File: config.mk
export PLATFORM = sky130hd
export DESIGN_NAME = mul_sequencer_flat
export DESIGN_NICKNAME = d
export VERILOG_FILES = /design/src/rtl/mul_sequencer_if.sv /design/src/rtl/mul_sequencer.sv /design/src/flat_wrapper.sv
export SDC_FILE = /design/constraint.sdc
export NUM_CORES = 2
export LEC_CHECK = 0
export CORE_AREA = 4 4 512 463
export CTS_CLUSTER_SIZE = 8
export DETAILED_ROUTE_END_ITERATION = 12
export DIE_AREA = 0 0 516 467
export PLACE_DENSITY = 0.45
export SLEW_MARGIN = 20
export SYNTH_ARGS = -nofsm -noshare
export SYNTH_HDL_FRONTEND = slang
export SYNTH_SLANG_ARGS = --single-unit
File: constraint.sdc
create_clock -name clk -period 8.55 [get_ports clk]
set_input_delay 1.71 -clock clk [delete_from_list [all_inputs] [get_ports clk]]
set_output_delay 1.71 -clock clk [all_outputs]
set_load 0.05 [all_outputs]
File: src/rtl/mul_sequencer_if.sv
// rtl/mul_sequencer_if.sv - native CPU bus (mem_valid/mem_ready) for the product engine
interface mul_sequencer_if;
    logic        mem_valid;
    logic        mem_ready;
    logic [31:0] mem_addr;
    logic [31:0] mem_wdata;
    logic [3:0]  mem_wstrb;
    logic [31:0] mem_rdata;

    modport master (
        output mem_valid, mem_addr, mem_wdata, mem_wstrb,
        input  mem_ready, mem_rdata
    );

    modport slave (
        input  mem_valid, mem_addr, mem_wdata, mem_wstrb,
        output mem_ready, mem_rdata
    );
endinterface

File: src/rtl/mul_sequencer.sv
// rtl/mul_sequencer.sv - memory-mapped chained product engine; MUL_SEQUENCER_OVF_EN adds 96-bit overflow detect
module mul_sequencer #(
    parameter logic [31:0] ADDR_BASE = 32'h0100_5000,
    parameter int          N         = 3
) (
    input  logic           clk,
    input  logic           resetn,
    mul_sequencer_if.slave bus,
    output logic           busy,
    output logic           done
);
    localparam int         IW    = (N > 1) ? $clog2(N) : 1;
    localparam int         DEPTH = 1 << IW;
    localparam logic [7:0] NMAX  = 8'(N);

    typedef enum logic [1:0] {
        S_IDLE,
        S_RUN,
        S_DONE
    } state_t;

    state_t      state_q, state_d;
    logic [63:0] acc_q, acc_d;
    logic [63:0] result_q, result_d;
    logic [7:0]  idx_q, idx_d;
    logic [7:0]  count_q, count_d;
    logic        err_q, err_d;
    logic        ovf_q, ovf_d;
    logic        ready_q, ready_d;
    logic [31:0] rdata_q, rdata_d;
    logic        push;

    // Power-of-two depth so every idx/count slice addresses a real entry
    logic [31:0] opnd_q [DEPTH];

    logic access, is_wr, mapped;
    logic sel_op, sel_ctrl, sel_stat, sel_rlo, sel_rhi;
    logic [31:0] cur_op;
    logic last_step, step_ovf;

    assign access   = bus.mem_valid && !ready_q;
    assign is_wr    = |bus.mem_wstrb;
    assign sel_op   = (bus.mem_addr == ADDR_BASE);
    assign sel_ctrl = (bus.mem_addr == ADDR_BASE + 32'h4);
    assign sel_stat = (bus.mem_addr == ADDR_BASE + 32'h8);
    assign sel_rlo  = (bus.mem_addr == ADDR_BASE + 32'hC);
    assign sel_rhi  = (bus.mem_addr == ADDR_BASE + 32'h10);
    assign mapped   = sel_op | sel_ctrl | sel_stat | sel_rlo | sel_rhi;

    assign cur_op    = opnd_q[idx_q[IW-1:0]];
    assign last_step = (idx_q == 8'(count_q - 8'd1));

`ifdef MUL_SEQUENCER_OVF_EN
    logic [95:0] prod;
    assign prod     = {32'b0, acc_q} * {64'b0, cur_op};
    assign step_ovf = |prod[95:64];
`else
    logic [63:0] prod;
    assign prod     = acc_q * {32'b0, cur_op};
    assign step_ovf = 1'b0;
`endif

    assign busy          = (state_q == S_RUN);
    assign done          = (state_q == S_DONE);
    assign bus.mem_ready = ready_q;
    assign bus.mem_rdata = rdata_q;

    always_comb begin
        state_d  = state_q;
        acc_d    = acc_q;
        result_d = result_q;
        idx_d    = idx_q;
        count_d  = count_q;
        err_d    = err_q;
        ovf_d    = ovf_q;
        ready_d  = 1'b0;
        rdata_d  = 32'h0;
        push     = 1'b0;

        if (state_q == S_RUN) begin
            if (count_q == 8'd0) begin
                result_d = 64'd1;
                state_d  = S_DONE;
            end else begin
                acc_d = prod[63:0];
                idx_d = idx_q + 8'd1;
                if (step_ovf) begin
                    ovf_d = 1'b1;
                end
                if (last_step) begin
                    result_d = prod[63:0];
                    state_d  = S_DONE;
                end
            end
        end

        // Bus effects applied after the run step so CLEAR overrides any step outcome
        if (access && mapped) begin
            ready_d = 1'b1;
            if (!is_wr) begin
                if (sel_stat) begin
                    rdata_d = {16'h0, count_q, 4'h0, err_q, ovf_q, done, busy};
                end else if (sel_rlo) begin
                    rdata_d = result_q[31:0];
                end else if (sel_rhi) begin
                    rdata_d = result_q[63:32];
                end
            end else if (sel_op) begin
                if (busy || count_q == NMAX) begin
                    err_d = 1'b1;
                end else begin
                    push    = 1'b1;
                    count_d = count_q + 8'd1;
                end
            end else if (sel_ctrl) begin
                if (bus.mem_wdata[1]) begin
                    count_d = 8'd0;
                    err_d   = 1'b0;
                    ovf_d   = 1'b0;
                    state_d = S_IDLE;
                end else if (bus.mem_wdata[0]) begin
                    if (busy) begin
                        err_d = 1'b1;
                    end else begin
                        state_d = S_RUN;
                        acc_d   = 64'd1;
                        idx_d   = 8'd0;
                        ovf_d   = 1'b0;
                    end
                end
            end
        end
    end

    always_ff @(posedge clk) begin
        if (!resetn) begin
            state_q  <= S_IDLE;
            acc_q    <= 64'd1;
            result_q <= 64'd0;
            idx_q    <= 8'd0;
            count_q  <= 8'd0;
            err_q    <= 1'b0;
            ovf_q    <= 1'b0;
            ready_q  <= 1'b0;
            rdata_q  <= 32'h0;
        end else begin
            state_q  <= state_d;
            acc_q    <= acc_d;
            result_q <= result_d;
            idx_q    <= idx_d;
            count_q  <= count_d;
            err_q    <= err_d;
            ovf_q    <= ovf_d;
            ready_q  <= ready_d;
            rdata_q  <= rdata_d;
        end
    end

    // Operand storage needs no reset: count gates which entries are live
    always_ff @(posedge clk) begin
        if (resetn && push) begin
            opnd_q[count_q[IW-1:0]] <= bus.mem_wdata;
        end
    end
endmodule
File: src/flat_wrapper.sv
// flat-port wrapper written by rule: the top's interface ports become plain ports
module mul_sequencer_flat 
#(
    parameter logic [31:0] ADDR_BASE = 32'h0100_5000,
    parameter int          N         = 3
)
  (clk, resetn, busy, done, bus_mem_valid, bus_mem_addr, bus_mem_wdata, bus_mem_wstrb, bus_mem_ready, bus_mem_rdata);
  mul_sequencer_if bus_i ();
  input  logic clk;
  input  logic resetn;
  output logic busy;
  output logic done;
  input wire logic [$bits(bus_i.mem_valid)-1:0] bus_mem_valid;
  input wire logic [$bits(bus_i.mem_addr)-1:0] bus_mem_addr;
  input wire logic [$bits(bus_i.mem_wdata)-1:0] bus_mem_wdata;
  input wire logic [$bits(bus_i.mem_wstrb)-1:0] bus_mem_wstrb;
  output wire logic [$bits(bus_i.mem_ready)-1:0] bus_mem_ready;
  output wire logic [$bits(bus_i.mem_rdata)-1:0] bus_mem_rdata;
  assign bus_i.mem_valid = bus_mem_valid;
  assign bus_i.mem_addr = bus_mem_addr;
  assign bus_i.mem_wdata = bus_mem_wdata;
  assign bus_i.mem_wstrb = bus_mem_wstrb;
  assign bus_mem_ready = bus_i.mem_ready;
  assign bus_mem_rdata = bus_i.mem_rdata;
  mul_sequencer #(.ADDR_BASE(ADDR_BASE), .N(N)) u_core (.clk(clk), .resetn(resetn), .bus(bus_i), .busy(busy), .done(done));
endmodule
==> metrics.txt <==
Async SR Flop Fraction 0%; Clock Sinks 308; H-tree depth 2; Lkg Pwr 31.1 nW; # IOs 106; Initial Util 24.8%; Unique masters post-synth 69; maximum single-stage delay on the critical path 0.57 ns; pre-CTS WS -0.321 ns; Fin Hold WS 0.456 ns; clock buffer depth 3; Post-synth EDFFs 128; later-pin clock latency in the skew report 0.57 ns; max cap viols 0; period utilization 100%; CTS tree built; Layout Utilization 29.1%; number of CTS-inserted buffers 44; WP data required 9.00 ns; vias in the first global route 46,100; fin crit period 8.56 ns; width of the die 516 um; HP Start u_core.acc_q[39]; Gate Count Post-Synth 6,167; Via density 4.42; pin count of the biggest net entering global routing 75; TNS Setup -0.00837 ns; Psw 0.000704 W; vias 41,800; sequential element share of the synthesized area 12.9%; Sequential Power Share 47.6%; multiplexer share of the synthesized area 1.42%; Layout Area Growth over Synthesis 17.2%; logic gate share of total power 2.2%; placed cell area 64,700 um2; Worst Reg-to-Reg Cells 27; antenna violations before repair 15; synthesized area 57,600 um2; failing checks setup timing; crit path max-delay cell type fa_1; Reg2Reg Capture Point u_core.result_q[62]; CP Max Fanout 5; RSZ-0062 raised after global routing yes; switching part of the total power 21.9%; clk_skew 0.0232 ns; HP Class reg2reg; Synth Register Bits 308; post-route ant nets 0; VDD IR max 0.000114 V; 1st-iter DRT viols 2,430; crit path buf inv count 7; height of the die 467 um; routed wire length 189 mm; Internal Pwr Total 0.00251 W; Top FF cell, synth dfxtp_1; Worst R2R Start u_core.idx_q[0]; Nets 7,964; global-route wire length before repair 286 mm; Detailed Routing Iterations Pass 1 6; final setup margin -0.00837 ns; Die Area 241,000 um2; DRC 0; RePlAce Congestion 0.823; top post-synthesis cells by area fa_1, inv_1, nand2_1; Fillers 24,600; DP HPWL 149 mm; GRT overflow 0; Rows 168; CP arrival 9.00 ns; Port Buffers 105; Post-Syn Nets 7,766; Pwr Density 47.5 nW/um2; CP dominant cell by count fa_1; flop-to-flop setup slack -0.008 ns; critical path class reg2reg; Root Buffer clkbuf_16; YS warnings 0; adder-cell area share of the yosys netlist 51.0%; Max Clk Rate 117 MHz; proportion of layout cells with a drive suffix above 1 10.7%; Worst slew margin 27.2%; WHS Endpoint u_core.acc_q[39]; Core ar. 232,000 um2; Critical Path Source Type register; post-synthesis simple-gate area fraction 16.8%; most common cell in the netlist fa_1; hold depth 2; Critical Path End Type register; Final Cell Area 67,600 um2; Hold Violations, Final 0; WL per Instance 20.0 um; largest family of logic cells by synthesized area adder cells; top cells by count, synth fa_1, inv_1, nand2_1, and2_1, clkbuf_1; post-synth top area share 47.5%; Worst Max-Slew Pin Slew 1.09 ns; total track usage 15.4%; Pins Over Slew Limit 0; Synth Area in XOR/XNOR 2.06%; delay-heaviest family, CP adder cells; Mean Syn Cell Area 9.35 um2; Final Setup Violations 1; Worst-path clk slew 0.05 ns; Compound-Gate Fraction of Synth Area 4.56%; clock share of power 50.2%; dominant cell type by area after synthesis fa_1; status complete, but fails checks
-- what timing repair did --
action,in CTS,in global routing
cloned,0,13
endpoints found under the hold margin,0,0
pin swaps,7,109
endpoints found under the setup margin,31,57
gates resized for setup,21,193
hold buffers,0,0
setup buffers,3,49
-- cell usage in the layout (no fill, tap or decap), drive strengths merged, types with 6 or more instances in the layout --
cell and instances:
a211oi 11, a21boi 18, a21o 47, a21oi 127
a22o 6, a22oi 56, and2 565, and3 19
buf 428, clkbuf 79, clkdlybuf4s50 104, dfxtp 180
edfxtp 128, fa 1368, ha 160, inv 1318
mux2 8, mux4 31, nand2 1122, nand2b 17
nand3 49, nand4 23, nor2 94, nor2b 98
nor3 20, nor4 9, o211ai 10, o21a 10
o21ai 60, o21bai 10, or3 9, xnor2 86
xor2 48
-- per-stage QoR --
| step | std cells | total power [W] |
|---|---|---|
| after floorplan | 6167 | 0.00158 |
| after global placement | 9312 | 0.00163 |
| after detailed placement | 9316 | 0.00163 |
| after CTS | 9387 | 0.00325 |
| after global routing | 9447 | 0.00332 |
| final | 9452 | 0.00321 |
-- power groups by stage --
stage               Combinational (W)  Sequential (W)  Clock, W
global route                0.0000742         0.00153   0.00172
floorplan                   0.0000167         0.00156         0
CTS                         0.0000702         0.00153   0.00165
global placement            0.0000691         0.00156         0
detailed placement          0.0000701         0.00156         0
finish                      0.0000706         0.00153   0.00161
-- worst min-delay path, cell delays in order, from the launching register on --
cell and delay [ns]:
dfxtp_1 0.30, nand2_1 0.05, a21oi_1 0.05
-- cell type report --
cell class	count	area (um2)	share of cell area [%]
Multi-Input combinational cell	4149	44500	65.9
Tap cell	3060	3830	5.67
Clock inverter	2	25.0	0.0370
Antenna cell	5	12.5	0.0185
Inverter	1317	4940	7.32
Sequential cell	308	7450	11.0
Timing Repair Buffer	545	5620	8.31
Clock buffer	66	1180	1.75
-- per-layer routing --
metal / vias up / track usage, % / wire [um]
met5: - / 0 / 52
li1: 18400 / - / -
met1: 22200 / 21.2 / 85200
met3: 186 / 1.78 / 9550
met2: 955 / 26.0 / 90100
met4: 8 / 3.35 / 4470
-- worst max-delay path by stage --
stage / to / cells past startpoint / from / slack (ns)
3_3_place_gp: u_core.acc_q[63] / 28 / u_core.idx_q[0] / -0.32
6_report: u_core.result_q[62] / 27 / u_core.idx_q[0] / -0.008
4_1_cts: u_core.result_q[60] / 29 / u_core.idx_q[0] / 0.003
3_5_place_dp: u_core.result_q[62] / 27 / u_core.idx_q[0] / -0.32
2_1_floorplan: u_core.result_q[62] / 28 / u_core.idx_q[0] / 0.45
5_1_grt: u_core.result_q[62] / 27 / u_core.idx_q[0] / -0.19
-- state kept, by name, summed over array words and instances, names as in the netlist --
signal / flops
u_core.acc_q: 64
u_core.bus.mem_rdata: 32
u_core.bus.mem_ready: 1
u_core.count_q: 8
u_core.err_q: 1
u_core.idx_q: 8
u_core.opnd_q: 128
u_core.result_q: 64
u_core.state_q: 2
-- kinds of logic (layout without fill, tap and decap cells) --
| logic type | after synthesis | after routing |
|---|---|---|
| xor gates and xnor gates | 134 | 134 |
| DFF | 308 | 308 |
| buffers and inverters | 1710 | 1930 |
| AOI/OAI and AO/OA | 402 | 402 |
| and+or+nand+nor | 2043 | 2043 |
| muxes | 42 | 42 |
| adders and majority gates | 1528 | 1528 |
| other | 0 | 5 |
Note: power is estimated with default switching activity, not from simulation.
